`config.mk`:
```
export PLATFORM = sky130hd
export DESIGN_NAME = quadrature_decoder
export DESIGN_NICKNAME = d
export VERILOG_FILES = /design/src/rtl/quadrature_decoder.sv
export SDC_FILE = /design/constraint.sdc
export NUM_CORES = 1
export LEC_CHECK = 0
export BUFFER_PORTS_ARGS = -buffer_cell sky130_fd_sc_hd__buf_2
export CORE_AREA = 8 8 45 47
export CTS_BUF_LIST = sky130_fd_sc_hd__clkbuf_2
export DETAILED_ROUTE_END_ITERATION = 12
export DIE_AREA = 0 0 53 55
export PLACE_DENSITY = 0.64
export RECOVER_POWER = 100
export SLEW_MARGIN = 20
export SYNTH_ARGS = -nofsm -noshare
export SYNTH_HDL_FRONTEND = slang
export SYNTH_SLANG_ARGS = --single-unit
```
`constraint.sdc`:
```
create_clock -name clk -period 1.38 [get_ports clk]
set_input_delay 0.138 -clock clk [delete_from_list [all_inputs] [get_ports clk]]
set_output_delay 0.138 -clock clk [all_outputs]
set_load 0.01 [all_outputs]
```
`src/rtl/quadrature_decoder.sv`:
```
// Quadrature A/B decoder: 2-flop synchronizers, per-channel run-length glitch
// filters, Gray-sequence decode into step/up pulses and a sticky error flag.

module quadrature_decoder_filter #(
    parameter int FILTER_LEN = 3
) (
    input  logic clk,
    input  logic reset_n,
    input  logic din_i,
    output logic dout_o
);
    localparam int CW = $clog2(FILTER_LEN + 1);

    logic [CW-1:0] cnt_q, cnt_d;
    logic          filt_q, filt_d;

    // The counter holds how many consecutive samples have disagreed with the
    // filtered value; the FILTER_LEN-th disagreeing sample commits the change.
    always_comb begin
        cnt_d  = '0;
        filt_d = filt_q;
        if (din_i != filt_q) begin
            if (cnt_q == CW'(FILTER_LEN - 1)) begin
                filt_d = din_i;
            end else begin
                cnt_d = cnt_q + 1'b1;
            end
        end
    end

    always_ff @(posedge clk or negedge reset_n) begin
        if (!reset_n) begin
            cnt_q  <= '0;
            filt_q <= 1'b0;
        end else begin
            cnt_q  <= cnt_d;
            filt_q <= filt_d;
        end
    end

    assign dout_o = filt_q;
endmodule

module quadrature_decoder #(
    parameter int FILTER_LEN = 3,
    parameter int MODE       = 4
) (
    input  logic       clk,
    input  logic       reset_n,
    input  logic       enable,
    input  logic       a_in,
    input  logic       b_in,
    input  logic       err_clr,
    output logic       step,
    output logic       up,
    output logic       err,
    output logic [1:0] state
);
    generate
        if (!(MODE == 1 || MODE == 2 || MODE == 4)) begin : g_bad_mode
            $error("quadrature_decoder: MODE must be 1, 2 or 4");
        end
        if (FILTER_LEN < 1) begin : g_bad_filter
            $error("quadrature_decoder: FILTER_LEN must be >= 1");
        end
    endgenerate

    logic [1:0] sync1_q, sync2_q, prev_q, filt;
    logic       step_q, step_d, up_q, up_d, err_q, err_d;
    logic [1:0] diff;
    logic       valid, illegal, dir_fwd, counted;

    always_ff @(posedge clk or negedge reset_n) begin
        if (!reset_n) begin
            sync1_q <= 2'b00;
            sync2_q <= 2'b00;
        end else begin
            sync1_q <= {a_in, b_in};
            sync2_q <= sync1_q;
        end
    end

    quadrature_decoder_filter #(.FILTER_LEN(FILTER_LEN)) u_filt_a (
        .clk     (clk),
        .reset_n (reset_n),
        .din_i   (sync2_q[1]),
        .dout_o  (filt[1])
    );

    quadrature_decoder_filter #(.FILTER_LEN(FILTER_LEN)) u_filt_b (
        .clk     (clk),
        .reset_n (reset_n),
        .din_i   (sync2_q[0]),
        .dout_o  (filt[0])
    );

    // Successor of a state in the forward (A leads B) Gray sequence.
    function automatic logic [1:0] fwd_next(input logic [1:0] s);
        case (s)
            2'b00:   return 2'b10;
            2'b10:   return 2'b11;
            2'b11:   return 2'b01;
            default: return 2'b00;
        endcase
    endfunction

    always_comb begin
        diff    = filt ^ prev_q;
        valid   = ^diff;
        illegal = &diff;
        dir_fwd = (filt == fwd_next(prev_q));
        if (MODE == 4) begin
            counted = valid;
        end else if (MODE == 2) begin
            counted = valid & diff[1];
        end else begin
            // Only the 00<->10 edge: A changed while B sat low on both sides.
            counted = valid & diff[1] & ~prev_q[0] & ~filt[0];
        end
        step_d = enable & counted;
        up_d   = step_d ? dir_fwd : up_q;
        err_d  = (enable & illegal) | (err_q & ~err_clr);
    end

    // prev tracks unconditionally so disabled transitions are never replayed.
    always_ff @(posedge clk or negedge reset_n) begin
        if (!reset_n) begin
            prev_q <= 2'b00;
            step_q <= 1'b0;
            up_q   <= 1'b1;
            err_q  <= 1'b0;
        end else begin
            prev_q <= filt;
            step_q <= step_d;
            up_q   <= up_d;
            err_q  <= err_d;
        end
    end

    assign step  = step_q;
    assign up    = up_q;
    assign err   = err_q;
    assign state = filt;
endmodule

```
* After elaboration in Yosys (flattened, before gate mapping)
Index checks and enable logic that the tools add are counted.
** Cells by class
- Bitwise gates (word level) :: 6
- Multiplexer cells :: 5
- Div/mod/pow operators :: 0
- $lt $le $gt $ge :: 0
- $add $sub $neg :: 2
- Multipliers :: 0
- Reductions and logical operators :: 5
- Equality and inequality tests :: 7
- Shifts and indexed selects :: 0
** Operators by type and width (number)
- 2-bit equality test, second input constant :: 4
- 2-bit two-way mux :: 4
- 2-bit case mux with 3 select lines :: 1
- 2-bit AND reduction :: 3
- 2-bit by 1-bit adder with 2-bit output, second input constant :: 2
- 1-bit bitwise AND :: 3
- 2-bit equality test :: 1
- 2-bit zero test :: 1
- 1-bit inequality test :: 2
- 2-bit XOR reduction :: 1
- 2-bit XOR :: 1
- 1-bit NOT :: 1
- 1-bit bitwise OR :: 1
** Word-level totals
- Input port bits :: 6
- Memory bits (read-only) :: 0
- Logic and storage cells :: 35
- Latch bits :: 0
- Bits in writable memories :: 0
- Output and inout bits :: 5
- Memories kept :: 0
- Register bits :: 15

* Longest topological paths before layout
Gate-level depths: netlist of run 1.
- Depth in word-level cells :: 4
- Mapped depth :: 4
- Mapped depth without buffers :: 4

* Modules after synthesis
A second synthesis of run 1 with hierarchy kept.
** Second synthesis, totals
- Cells, all modules :: 36
- Area, all modules :: 559.3 um^2
** By module, submodules not included
- quadrature_decoder :: area an instance 309.0 um^2, sequential area each 226.5 um^2, cells an instance 20, times used 1
- quadrature_decoder_filter :: area an instance 125.1 um^2, sequential area each 75.1 um^2, cells an instance 8, times used 2

* Worst setup path before layout of run 1
Ideal clock, no wire load.
- Path kind :: reg2reg
- From :: register u_filt_b.filt_q, in the netlist u_filt_b.dout_o
- To :: register up_q, in the netlist up
- Stages on the path, launching flop included :: 5
- Path slack :: 0.094 ns
- Period minus slack after synthesis :: 1.286 ns
- Buffers on the path :: 0
- Data arrival time :: 1.208 ns
- Library setup time :: 0.078 ns
- Required time :: 1.302 ns
- Cell sequence :: dfrtp_1 > xor2_1 > ha_1 > and2_1 > a31o_1
** Between the ends
- Longest elaborated chain between the ends :: 3
- Elaborated cells between the ends (all ways) :: 4
- Those cells by class :: eq/ne: 1; bitwise: 2; reduce/logical: 1
** RTL lines
- start: declaration :: line 15 : logic filt_q, filt_d;
- start signal: assignment :: line 37 : filt_q <= filt_d;
- 2-bit XOR :: line 108 : diff = filt ^ prev_q;
- 2-bit XOR reduction :: line 109 : valid = ^diff;
- 1-bit bitwise AND :: line 120 : step_d = enable & counted;
- net step_d :: line 69 : logic step_q, step_d, up_q, up_d, err_q, err_d;
- end signal: assignment :: line 135 : up_q <= up_d;
- end: declaration :: line 69
The timed path passes the listed nets, and every way through them passes these cells.
A chain may end at the register's enable or synchronous reset.

* Final worst setup path of run 1
Ends and elaborated chain as after synthesis.

==> impl_metrics.tcl, run 1 <==
set metrics [dict create \
    synthesis.area_um2 562 \
    grt_pass1_vias 317 \
    ir_worst_vdd_v 0.000771 \
    syn-num-nets 45 \
    drive_gt1_share_pct 21.8 \
    hold_viol 0 \
    cts_tree "built" \
    routed_wl_um 848 \
    die_h_um 55 \
    fmax_ghz 0.782 \
    cts_sinks 15 \
    placementRows 14 \
    critPathKind "flop to flop" \
    diodes 0 \
    holdPathStages 2 \
    synth-simple-area-share_pct 10.2 \
    synth-xor-area-share_pct 9.35 \
    wl_per_cell_um 11.9 \
    gr-usage-met1_pct 6.80 \
    antenna_found_initial 0 \
    avgViaCountPerCell 4.46 \
    finalSetupViolCount 0 \
    ys_types 17 \
    dr.pass1.iters 3 \
    path_clk_slew_ps 140 \
    muxShareOfSynthArea_pct 4.01 \
    start_util_pct 40.6 \
    grtUsageTotal_pct 7.04 \
    relSlewSlack_pct 47.2 \
    yosysSeqAreaShare_pct 67.0 \
    crit_path_start_kind "flop" \
    fin_skew_ps 6.29 \
    io_pins 11 \
    avgSynthCellArea_um2 14.8 \
    synth_adder_area_share_pct 2.23 \
    required_ps 1620 \
    slew_violations 0 \
    drc 0 \
    period_minus_slack_ps 1280 \
    insertion_delay_ps 280 \
    cts_max_level 1 \
    drtAntennaViolNets 0 \
    finalCritPeriodShare_pct 92.7 \
    nNetsFinal 63 \
    drtIter0Drc 2 \
    powerDensity_nw_per_um2 2130 \
    worst_pin_slew_ps 793 \
    io_buffer_count 10 \
    numCtsBuffers 3 \
    ctsResizeCount 0 \
    core_um2 1380 \
    synth_cells 38 \
    cp.arrival_ps 1520 \
    synth_compound_area_share_pct 3.79 \
    cts_root_buffer "clkbuf_2" \
    grt_pass1_wl_mm 1.39 \
    vias 317 \
    clk_path_buf_depth 2 \
    busiest_layer "met2" \
    grt.overflow.total 0 \
    cellLeakagePower_nw 0.300 \
    synth_top_family_by_area "simple AND/OR/NAND/NOR gates" \
    grt_max_degree 16 \
    die_w_um 53 \
    dieArea_um2 2920 \
    met3_usage_pct 3.74 \
    holdWs_ps 22.7 \
    final_common_cell "dfrtp_1" \
    drv_cap 0 \
    mostFrequentLayoutCells "dfrtp_1, clkbuf_1, buf_2, clkbuf_2" \
    synth-seq-cells 15 \
    fin_tns_setup_ps 0 \
    hpwl_um 604 \
    cp-end-kind "flop" \
    hp-class "primary input to flop" \
    area_growth_pct 18.0 \
    rsz0062_at_grt "false" \
    gp_congestion 0.707 \
    reg2reg_depth 4 \
    run_status "finished clean" \
    grt_use_met2_pct 10.7 \
    yosysWarnings 0 \
    path_max_fanout 2 \
]
==> per-stage QoR <==
stage / std cells / setup WS [ps] / instance area [µm²] / power [mW] / util, %
6_report: 71 / 101 / 663 / 1.42 / 47.9
2_1_floorplan: 38 / 94.0 / 562 / 1.11 / -
3_5_place_dp: 64 / 115 / 632 / 1.27 / 45.7
5_1_grt: 71 / 48.8 / 663 / 1.54 / 47.9
3_3_place_gp: 64 / 144 / 632 / 1.25 / 45.7
4_1_cts: 71 / 94.1 / 682 / 1.49 / 49.3
==> worst paths after layout <==
kind / slack (ps) / to / start
worst max register to register: 100 / up$_DFFE_PN1P_ / u_filt_b.dout_o$_DFFE_PN0P_
max in group asynchronous: 460 / u_filt_b.cnt_q[1]$_DFF_PN0_ / reset_n
worst min-delay path: 20 / err$_DFF_PN0_ / err_clr
worst min register to register: 370 / sync2_q[0]$_DFF_PN0_ / sync1_q[0]$_DFF_PN0_
worst max-delay path: 100 / up$_DFFE_PN1P_ / u_filt_b.dout_o$_DFFE_PN0P_
min in group asynchronous: 430 / step$_DFF_PN0_ / reset_n
==> layout make-up <==
class                   instances  area [µm²]
fillers                       124         721
flip-flops and latches         15         377
multi-input cells              20         161
repair buffers                 15        81.3
clock buffers                   4        20.0
well taps                      16        20.0
inverters                       1        3.75
==> critical path: stages (launching register included) <==
cell	delay, ps
dfrtp_1	410
xor2_1	160
ha_1	310
and2_0	170
a31o_1	180
==> per-layer routing <==
metal	vias up	share of wire [%]
met4	0	2.9
met5	-	0
met3	3	9.6
met1	145	44
met2	12	44
li1	157	-
==> kinds of logic after synthesis <==
kind of cell / after synthesis
flops: 15
buf+inv: 3
compound gates: 3
xor+xnor: 6
simple gates: 8
mux: 2
fa+ha+maj: 1
==> power breakdown <==
| group | total [mW] | leakage (nW) | internal [mW] | switching (mW) |
|---|---|---|---|---|
| Sequential | 0.680 | 0.183 | 0.593 | 0.0875 |
| Clock | 0.212 | 0.0166 | 0.0768 | 0.135 |
| Combinational | 0.523 | 0.101 | 0.261 | 0.263 |
==> flip-flops by register name, summed over array words and instances, names as in the netlist <==
signal           cells
err                  1
prev_q               2
step                 1
sync1_q              2
sync2_q              2
u_filt_a.cnt_q       2
u_filt_a.dout_o      1
u_filt_b.cnt_q       2
u_filt_b.dout_o      1
up                   1
==> what timing repair did <==
item	4_1_cts	5_1_grt
hold buffers	3	0
hold endpoints to repair	16	0
buffers inserted	0	0
==> synth_stat cells <==
cell type,n,area share (%)
buf_4,2,2.7
nor3b_2,2,4.5
nand2_1,1,0.67
o21ai_0,1,0.89
nor3_1,2,1.8
a31o_1,1,1.6
nor2b_1,1,1.1
dfrtp_1,14,62
xnor2_1,3,4.7
mux2_2,2,4.0
ha_1,1,2.2
a21boi_0,1,1.3
and2_1,1,1.1
nand2b_1,1,1.1
dfstp_2,1,4.7
xor2_1,3,4.7
inv_1,1,0.67
(Power assumes the default switching activity.)
==> inputs of run 2 (changes only) <==
ABC_AREA = 1   (was not set)
PLACE_DENSITY = 0.66   (was 0.64)
==> run 2 against run 1 <==
Net effect: register-to-register slack better by 20 ps; clock skew is 0.65 ps lower; die area stayed put; clock power is 8% lower; combinational power is 3% higher; sequential share of layout area is 1.9 points lower; final cell count is 30% higher; first-iteration DRC count stayed put; sequential power is 2% higher; hold slack better by 32 ps; sequential cell count stayed put; global-route usage is 0.52 points higher; critical path type unchanged.
==> impl_metrics.tcl, run 2 <==
set metrics [dict create \
    cp.arrival_ps 1480 \
    fillerInstances 129 \
    cp-end-kind "flop" \
    yosysSeqAreaShare_pct 64.5 \
    cts_sinks 15 \
    drtIter0Drc 2 \
    yosys.area.top_type_share_pct 60.0 \
    synth_commonest_cells "nand2_1, dfrtp_1, inv_1" \
    grt_pass1_wl_mm 1.61 \
    synth_edf_count 0 \
    hp-class "primary input to flop" \
    grt_max_degree 16 \
    reg2reg_depth 6 \
    wl_per_cell_um 10.1 \
    clk_path_buf_depth 2 \
    synth_cells 60 \
    final-instance-count-excl-fill 92 \
    final_common_cell "nand2_1" \
    diodes 0 \
    gp_congestion 0.694 \
    holdPathStages 2 \
    crit_path_start_kind "flop" \
    yosysWarnings 0 \
    final_core_util_pct 49.7 \
    dr.pass1.iters 2 \
    cts_max_level 1 \
    critPathMaxStageDelay_ps 470 \
    crit_slowest_cell "dfrtp_2" \
    fmax_ghz 0.793 \
    start_util_pct 42.2 \
    grt_pass1_vias 410 \
    placed_cell_area_um2 647 \
    slew_violations 0 \
    relSlewSlack_pct 49.2 \
    ir_worst_vdd_v 0.00105 \
    powerDensity_nw_per_um2 2080 \
    vias 402 \
    drive_gt1_share_pct 13.2 \
    mostFrequentLayoutCells "nand2_1, dfrtp_1, inv_1, clkbuf_1, buf_2" \
    yosys-top-cells-area "dfrtp_1, nand2_1, inv_1" \
    cellLeakagePower_nw 0.367 \
    grtUsageTotal_pct 7.56 \
    routed_wl_um 931 \
    core_um2 1380 \
    cts_root_buffer "clkbuf_2" \
    ys.flop_type "dfrtp_1" \
    io_buffer_count 10 \
    rsz0062_at_grt "false" \
    die_w_um 53 \
    drv_cap 0 \
    hold_end "err$_DFF_PN0_" \
    synthesis.area_um2 584 \
    drtAntennaViolNets 0 \
    area_growth_pct 17.8 \
    path_max_fanout 6 \
    fin_skew_ps 5.64 \
    drc 0 \
    reg2reg_to "up$_DFFE_PN1P_" \
    design_area_um2 688 \
    avgSynthCellArea_um2 9.74 \
    worst_pin_slew_ps 762 \
    min-delay-start "err_clr" \
    io_pins 11 \
    hpwl_um 723 \
    avgViaCountPerCell 4.37 \
    holdWs_ps 54.5 \
    dieArea_um2 2920 \
    critPathKind "flop to flop" \
    yosysMostFrequentCell "nand2_1" \
    antenna_found_initial 0 \
    finalSetupViolCount 0 \
    r2r-start "u_filt_b.dout_o$_DFFE_PN0P_" \
    run_status "finished clean" \
    path_cells "xor2_1 -> ha_1 -> nand2_1 -> inv_1 -> nand3_1 -> nand2_1" \
    finalCritPeriodShare_pct 91.4 \
    synth-async-reset-ratio_pct 100 \
    grt.overflow.total 0 \
    required_ps 1600 \
    cts_tree "built" \
    fin_tns_setup_ps 0 \
    insertion_delay_ps 260 \
    path_clk_slew_ps 140 \
    synth_area_leader_cell "dfrtp_1" \
    placementRows 14 \
    rrSetupSlack_ps 120 \
    syn-num-nets 67 \
    numCtsBuffers 3 \
    ys_types 13 \
    die_h_um 55 \
    crit_top_cell "nand2_1" \
    synth-seq-cells 15 \
    period_minus_slack_ps 1260 \
    nNetsFinal 84 \
    post-cts-setup-buffers 0 \
    placed_cells 85 \
    hold_viol 0 \
]
run 2: changes by cell type after synthesis, moves of 2 or more:
cell	delta
nand2_1	+16
inv_1	+10
nor3b_2	-2
nor2_1	+4
o21ai_0	+2
xnor2_1	-2
mux2_2	-2
run 2: cells by family after synthesis:
| family | Yosys count | share of synthesized area, % |
|---|---|---|
| adders and majority gates | 1 | 2.14 |
| DFF | 15 | 64.5 |
| and+or+nand+nor | 24 | 16.1 |
| buffers and inverters | 14 | 10.3 |
| AOI/OAI and AO/OA | 3 | 2.57 |
| xor gates and xnor gates | 3 | 4.50 |
run 2: power by group:
part | leakage, nW | switching, mW | internal, mW
Clock | 0.0164 | 0.128 | 0.0657
Sequential | 0.178 | 0.101 | 0.596
Combinational | 0.173 | 0.323 | 0.216
Total | 0.367 | 0.552 | 0.878
run 2: how the worst max path moves through the flow:
stage	from	end	depth (start not counted)
6_report	u_filt_b.dout_o$_DFFE_PN0P_	up$_DFFE_PN1P_	6
3_3_place_gp	u_filt_b.dout_o$_DFFE_PN0P_	up$_DFFE_PN1P_	6
4_1_cts	u_filt_b.dout_o$_DFFE_PN0P_	up$_DFFE_PN1P_	6
3_5_place_dp	u_filt_b.dout_o$_DFFE_PN0P_	up$_DFFE_PN1P_	6
2_1_floorplan	u_filt_b.dout_o$_DFFE_PN0P_	up$_DFFE_PN1P_	6
5_1_grt	u_filt_b.dout_o$_DFFE_PN0P_	up$_DFFE_PN1P_	6
run 2: stage by stage:
stage / power (mW) / setup WS [ps]
after floorplan: 1.12 / 208
after global routing: 1.60 / 17.1
after detailed placement: 1.29 / 93.4
final: 1.43 / 119
after CTS: 1.49 / 95.5
after global placement: 1.24 / 184
run 2: repair_timing:
item / in CTS / in global routing
hold buffers: 3 / 0
gates resized for setup: 0 / 1
endpoints found under the hold margin: 16 / 0
setup endpoints to repair: 0 / 1
run 2: area by class of cell:
type                    instances  area [µm²]  share of cell area [%]
repair buffers                 14        77.6                    11.3
clock buffers                   3        15.0                    2.18
inverters                      12        45.0                    6.55
well taps                      16        20.0                    2.91
flip-flops and latches         15         378                    54.9
multi-input cells              31         148                    21.5
clock inverters                 1        5.00                   0.727
run 2: critical path, delay by kind of cell, from the launching register on:
kind	cells	cell delay (ps)
XOR/XNOR	1	180
flip-flops	1	470
AND/OR/NAND/NOR	3	210
adder cells (fa/ha/maj)	1	300
buffers and inverters	1	50
run 2: routing by layer:
layer	global-route usage, %	vias up	routed length, µm
met4	1.29	0	0
met5	0	-	0
met2	12.5	10	431
met3	4.81	0	105
met1	8.12	187	394
li1	-	205	-
